File: src/rtl/comm_uart_rx.sv
// comm_uart_rx: 8N1/8E1 UART receiver with 2-flop synchroniser, byte FIFO and error pulses
module comm_uart_rx #(
   parameter int CLKS_PER_BIT = 16,
   parameter int PARITY_EN    = 0,
   parameter int FIFO_DEPTH   = 4
) (
   input  logic       clk,
   input  logic       rst,
   input  logic       rx,
   output logic [7:0] out_data,
   output logic       out_valid,
   input  logic       out_ready,
   output logic       frame_err,
   output logic       parity_err,
   output logic       overrun,
   output logic       busy
);
   localparam int TW = $clog2(CLKS_PER_BIT);
   localparam int AW = $clog2(FIFO_DEPTH);
   typedef enum logic [2:0] {IDLE, START, DATA, PARITY, STOP, WAIT_IDLE} state_t;
   state_t state, state_d;
   logic rx_m, rx_s;
   logic [TW-1:0] timer, timer_d;
   logic [2:0] cnt, cnt_d;
   logic [7:0] sh, sh_d;
   logic par_bad, par_d;
   logic [7:0] mem [FIFO_DEPTH];
   logic [AW-1:0] wptr, rptr;
   logic [AW:0] count;
   logic tick, stop_hit, full, pop, push;
   assign tick = timer == '0;
   assign stop_hit = state == STOP && tick;
   assign full = count == (AW+1)'(FIFO_DEPTH);
   assign pop = out_valid & out_ready;
   assign push = stop_hit & rx_s & ~par_bad & (~full | pop);
   assign out_valid = count != '0;
   assign out_data = out_valid ? mem[rptr] : 8'h00;
   assign busy = state != IDLE;
   always_comb begin
      state_d = state;
      timer_d = tick ? timer : timer - 1'b1;
      cnt_d = cnt;
      sh_d = sh;
      par_d = par_bad;
      case (state)
         IDLE: if (!rx_s) begin
            state_d = START;
            timer_d = TW'(CLKS_PER_BIT/2 - 1);
         end
         START: if (tick) begin
            state_d = rx_s ? IDLE : DATA;
            timer_d = TW'(CLKS_PER_BIT - 1);
            cnt_d = 3'd0;
            par_d = 1'b0;
         end
         DATA: if (tick) begin
            sh_d = {rx_s, sh[7:1]};
            timer_d = TW'(CLKS_PER_BIT - 1);
            cnt_d = cnt + 1'b1;
            if (cnt == 3'd7) state_d = PARITY_EN != 0 ? PARITY : STOP;
         end
         PARITY: if (tick) begin
            par_d = ^{sh, rx_s};
            timer_d = TW'(CLKS_PER_BIT - 1);
            state_d = STOP;
         end
         STOP: if (tick) state_d = rx_s ? IDLE : WAIT_IDLE;
         WAIT_IDLE: if (rx_s) state_d = IDLE;
         default: state_d = IDLE;
      endcase
   end
   always_ff @(posedge clk or posedge rst) begin
      if (rst) begin
         rx_m <= 1'b1;
         rx_s <= 1'b1;
         state <= IDLE;
         timer <= '0;
         cnt <= 3'd0;
         sh <= 8'h00;
         par_bad <= 1'b0;
         frame_err <= 1'b0;
         parity_err <= 1'b0;
         overrun <= 1'b0;
         wptr <= '0;
         rptr <= '0;
         count <= '0;
      end else begin
         rx_m <= rx;
         rx_s <= rx_m;
         state <= state_d;
         timer <= timer_d;
         cnt <= cnt_d;
         sh <= sh_d;
         par_bad <= par_d;
         frame_err <= stop_hit & ~rx_s;
         parity_err <= stop_hit & rx_s & par_bad;
         overrun <= stop_hit & rx_s & ~par_bad & full & ~pop;
         wptr <= push ? wptr + 1'b1 : wptr;
         rptr <= pop ? rptr + 1'b1 : rptr;
         count <= (push & ~pop) ? count + 1'b1 : (pop & ~push) ? count - 1'b1 : count;
      end
   end
   // storage is not reset; out_data is masked to 0 while empty
   always_ff @(posedge clk) begin
      if (push) mem[wptr] <= sh;
   end
endmodule

File: config.mk
export PLATFORM = sky130hd
export DESIGN_NAME = comm_uart_rx
export DESIGN_NICKNAME = d
export VERILOG_FILES = /design/src/rtl/comm_uart_rx.sv
export SDC_FILE = /design/constraint.sdc
export NUM_CORES = 1
export LEC_CHECK = 0
export ABC_AREA = 1
export BUFFER_PORTS_ARGS = -buffer_cell sky130_fd_sc_hd__buf_2
export CORE_MARGIN = 4
export CORE_UTILIZATION = 40
export CTS_BUF_LIST = sky130_fd_sc_hd__clkbuf_16
export CTS_CLUSTER_SIZE = 12
export DETAILED_ROUTE_END_ITERATION = 6
export PLACE_DENSITY = 0.62
export REMOVE_ABC_BUFFERS = 1
export SKIP_LAST_GASP = 1
export SLEW_MARGIN = 15
export SYNTH_ARGS = -nofsm -noshare
export SYNTH_HDL_FRONTEND = slang
export SYNTH_SLANG_ARGS = --single-unit
File: constraint.sdc
create_clock -name clk -period 2.9 [get_ports clk]
set_input_delay 0.58 -clock clk [delete_from_list [all_inputs] [get_ports clk]]
set_output_delay 0.58 -clock clk [all_outputs]
set_load 0.02 [all_outputs]
Word level (Yosys, flattened, before mapping)
Memory sizes are Yosys's and may differ from the RTL's.
Cells that the tools add are included.

cells by class
  add/sub/neg operators = 6
  multipliers = 0
  divide/modulo/power cells = 0
  $lt $le $gt $ge = 0
  equality and inequality tests = 14
  shift-type cells = 0
  multiplexer cells = 25
  bitwise logic cells = 16
  reduce and logical (&&, ||, !) cells = 14

operator list
  cell                                                                    number
  3-bit 2-to-1 mux                                                        12
  3-bit one-hot mux with 6 select lines                                   1
  2-bit inequality test (second input constant)                           7
  3-bit equality test (second input constant)                             4
  4-bit 2-to-1 mux                                                        3
  1-bit AND                                                               10
  9-bit parity                                                            1
  8-bit 2-to-1 mux                                                        1
  4-bit one-hot mux with 2 select lines                                   1
  7-bit AND reduction                                                     1
  3-bit by 1-bit adder with 3-bit output (second input constant)          2
  3-bit by 2-bit equality test with 1-bit output (second input constant)  2
  3-bit one-hot mux with 2 select lines                                   1
  3-bit AND reduction                                                     2
  2-bit nonzero test                                                      3
  3-bit nonzero test                                                      2
  1-bit inverter                                                          5
  2-bit by 1-bit adder with 2-bit output (second input constant)          2
  4-bit logical NOT                                                       1
  1-bit 2-to-1 mux                                                        4
  4-bit by 1-bit subtractor with 4-bit output (second input constant)     1
  3-bit by 1-bit equality test with 1-bit output (second input constant)  1
  3-bit logical NOT                                                       1
  3-bit OR reduction                                                      1
  6 further kinds                                                         6

word-level totals
  flip-flop bits (word level) = 31
  bits in latches = 0
  RAM bits = 32
  memory bits (read-only) = 0
  input port bits = 4
  output and inout port bits = 13
  logic and storage cells = 89
  memories = 1

memories
  memory  words  bits a word  rd ports  clocked after Yosys merged registers in  wr ports  RTL line  RTL
  mem     4      8            1         0                                        1         27        logic [7:0] mem [FIFO_DEPTH];

Logic depth before layout (Yosys ltp)
  word-level depth = 9
  gate-level depth with buffers = 14
  gate-level depth less buffers = 14

Worst setup path after synthesis
OpenSTA, ideal clock, no wires.

  path type = register -> register
  start point = reg timer[0]
  end point = reg count[2]
  library setup time = 0.131 ns
  arrival = 2.153 ns
  data required time = 2.769 ns
  path slack = 0.616 ns
  cell stages (with the launch flop) = 15
  buffers on the path = 0
  clock period less this slack = 2.284 ns
  cells stage by stage = dfrtp_1 inv_1 ha_1 nand2_1 nor2_2 inv_2 nor3_4 nand3_4 clkinv_4 ha_1 inv_1 fa_1 a21oi_1 o21ai_0 xor2_1

between the ends
  longest elaborated chain between the ends = 8
  elaborated cells between the ends (all ways) = 10
  classes of those cells = mux: 1; bitwise: 6; reduce/logical: 3

RTL lines
  what                                 RTL line  RTL
  start, declared                      23        logic [TW-1:0] timer, timer_d;
  start signal, assigned               91        timer <= timer_d;
  4-bit logical NOT (*)                31        assign tick = timer == '0;
  1-bit logical AND (*)                32        assign stop_hit = state == STOP && tick;
  1-bit AND (*) (3 in a row)           35        assign push = stop_hit & rx_s & ~par_bad & (~full | pop);
  named net push                       30        logic tick, stop_hit, full, pop, push;
  1-bit inverter                       100       count <= (push & ~pop) ? count + 1'b1 : (pop & ~push) ? count - 1'b1 : count;
  1-bit AND                            100
  2-bit nonzero test (no source line)  --
  end signal, assigned                 100
  end, declared                        29        logic [AW:0] count;

The timed path passes the listed nets; every way through them passes the cells marked *.
A chain may end at the register's enable or synchronous reset.

Worst setup path in the final report
Ends and elaborated chain as after synthesis.

==> results.cfg <==
[synth]
syn_area_um2 = 2970
synth_compound_area_frac = 0.0945
synth_seq_cells = 63
syn_avg_cell_area_um2 = 9.66
synthArstFlopShare = 0.492
synth-edff-count = 32
ys_warn_count = 0
synth-main-ff-cell = edfxtp_1
synth-seq-area-share = 0.586
synth_fa_ha_area_frac = 0.0447
muxShareOfSynthArea = 0.00380
yosys.area_share.simple = 0.191
synth_top_family_by_area = simple AND/OR/NAND/NOR gates
synthCells = 307
ys_types = 38
yosys.area_share.xor_xnor = 0.0148

[setup_path]
slowest_stage = dfrtp_1
crit_type = flop to flop
crit_chain = inv_1 > ha_1 > nand2_1 > nor2_2 > inv_2 > nor3_4 > nand3_4 > clkinv_4 > ha_1 > inv_1 > fa_1 > a21oi_1 > o21ai_0 > xor2_1
endpoint_kind = flop
cp_max_fo = 8
path_buf_inv = 4
cp_top_family = adder cells
cp.arrival_ns = 2.67
worst_setup_path_start_kind = flop
required_ns = 3.09
cpPeakStageDelay_ns = 0.39

[global_route]
grt_usage = 0.138
grt_pass1_wl_mm = 9.22
met1_usage = 0.156
overflow = 0
grt_pass1_vias = 2011
globalRouteMet2Util = 0.235
grt_busiest_layer = met2
antenna_found_initial = 0
grt_start_max_net_pins = 32
grt_use_met3 = 0.0497

[cells_and_area]
insertedDiodeCount = 0
final-instance-count-excl-fill = 438
final_common_cell = nand2_1
final_cell_mix = 64 x nand2_1, 44 x nor2_1, 33 x o21ai_0
multi_input_area_um2 = 1030
drive_gt1_frac = 0.171
area_delta_synth_final_pct = 18.7
seqCellArea_um2 = 1740
n_fill_cell = 680
final_nets = 348

[clocking]
cts_tree = yes
clock_sinks = 63
clk_latency_ns = 0.32
htree_levels = 3
clkTransAtPathRegs_ns = 0.05
cts_resized = 0
cts.hold.buffers_added = 0
cts_buffers = 9
postCtsSetupBuffers = 0
cts-root-buf = clkbuf_16
ctsLongestPathBuffers = 2

[pwr]
power_density_nw_per_um2 = 955
ir_drop_v = 0.000484
leakage_nw = 1.57

[floorplan]
rows = 31
dieArea_um2 = 8860
die_x_um = 94.1
die_y_um = 94.1
pin_count = 17
core_area_um2 = 7210
start_util = 0.411

[detailed_routing]
wl_per_cell_um = 12.3
first_pass_iters = 4
vias = 2082
drc = 0
ant_nets = 0
drt-total-wl_mm = 5.38
drt_iter0_markers = 112
viasPerCell = 4.75

[sta]
fin_crit_ns = 2.47
setup_tns_ns = 0
timing.fmax_ghz = 0.404
tightest_slew_ns = 0.641
setup_viol = 0
rsz0062_at_grt = false
finalHoldViolations = 0
maxSlewViolCount = 0
relSlewSlack = 0.573
fin_crit_sh = 0.853
worst_clock_skew_ns = 0.00526

[placement]
dp_hpwl_mm = 3.57
place_inst = 422
io_buffer_count = 16
place.gp.congestion = 0.727

[worst_hold_path]
hp-class = input pin to async pin

[flow_run]
max_cap_viol_count = 0

[status]
status = complete, no violations
-- layer usage --
metal / routed length, um / vias up
li1: - / 1061
met1: 2360 / 972
met2: 2740 / 41
met3: 186 / 8
met4: 88 / 0
met5: 0 / -
-- cell usage after synthesis (2+ instances only) --
| cell | n | share of area |
|---|---|---|
| clkbuf_1 | 2 | 0.0025 |
| nand2_1 | 64 | 0.081 |
| nand3_1 | 8 | 0.013 |
| nor4_1 | 2 | 0.0042 |
| a21oi_1 | 10 | 0.017 |
| buf_2 | 3 | 0.0051 |
| nor2_1 | 44 | 0.056 |
| dfrtp_1 | 29 | 0.24 |
| o21ai_0 | 33 | 0.056 |
| inv_2 | 6 | 0.0076 |
| edfxtp_1 | 32 | 0.32 |
| clkinv_1 | 2 | 0.0025 |
| dfstp_2 | 2 | 0.018 |
| nor2_2 | 3 | 0.0063 |
| nand2_2 | 2 | 0.0042 |
| xor2_1 | 4 | 0.012 |
| inv_1 | 30 | 0.038 |
| ha_1 | 9 | 0.038 |
| nor3_1 | 3 | 0.0051 |
-- final timing paths --
| check | cells past startpoint | from | slack, ns | to |
|---|---|---|---|---|
| hold reg to reg | 0 | rx_m$_DFF_PP1_ | 0.36 | rx_s$_DFF_PP1_ |
| hold / removal | 3 | rst | 0.33 | timer[3]$_DFF_PP0_ |
| setup / recovery | 14 | timer[0]$_DFF_PP0_ | 0.43 | count[2]$_DFFE_PP0P_ |
| min in group clk | 0 | rx_m$_DFF_PP1_ | 0.36 | rx_s$_DFF_PP1_ |
| max in group asynchronous | 3 | rst | 2.24 | rx_m$_DFF_PP1_ |
| setup reg to reg | 14 | timer[0]$_DFF_PP0_ | 0.43 | count[2]$_DFFE_PP0P_ |
-- flip-flops by register name, indices dropped and copies added, names as in the netlist, 2 cells and up --
| register | count |
|---|---|
| state | 3 |
| count | 3 |
| rptr | 2 |
| cnt | 3 |
| sh | 8 |
| timer | 4 |
| wptr | 2 |
| mem | 32 |
-- cell type report --
cell class,instances,area share
Clock inverter,7,0.0323
Clock buffer,9,0.0640
Multi-Input combinational cell,198,0.294
Sequential cell,63,0.494
Tap cell,99,0.0352
Inverter,39,0.0430
Timing Repair Buffer,23,0.0377
-- kinds of logic (layout without fill, tap and decap cells) --
| logic type | after synthesis | in the layout |
|---|---|---|
| AND/OR/NAND/NOR | 131 | 131 |
| flip-flops | 63 | 63 |
| AO/OA/AOI/OAI | 51 | 51 |
| buffers and inverters | 46 | 78 |
| adder cells (fa/ha/maj) | 10 | 10 |
| XOR/XNOR | 5 | 5 |
| multiplexers | 1 | 1 |
-- power breakdown --
| part | total (mW) | switching [mW] | internal [mW] |
|---|---|---|---|
| Combinational | 0.965 | 0.615 | 0.350 |
| Sequential | 1.20 | 0.157 | 1.04 |
| Clock | 1.19 | 0.362 | 0.833 |
| Total | 3.36 | 1.13 | 2.23 |
-- worst reg2reg max path, cell delays in order (launching register included) --
cell and delay [ns]:
dfrtp_1 0.39, inv_1 0.07, ha_1 0.15, nand2_1 0.09, nor2_2 0.15, inv_2 0.11
nor3_4 0.18, nand3_4 0.14, clkinv_4 0.08, ha_1 0.13, inv_1 0.06, fa_1 0.37
a21oi_1 0.14, o21ai_0 0.11, xor2_1 0.15
-- stage by stage --
step	hold WS (ns)	worst slack, ns	util	instance area (um^2)	power [mW]
after floorplan	0.345	0.616	-	2930	1.89
after global routing	0.335	0.238	0.488	3520	3.59
after CTS	0.346	0.387	0.488	3520	3.40
after global placement	0.348	0.491	0.441	3180	2.15
final	0.332	0.425	0.488	3520	3.36
after detailed placement	0.351	0.418	0.441	3180	2.18
Note: power is estimated with default switching activity, not from simulation.
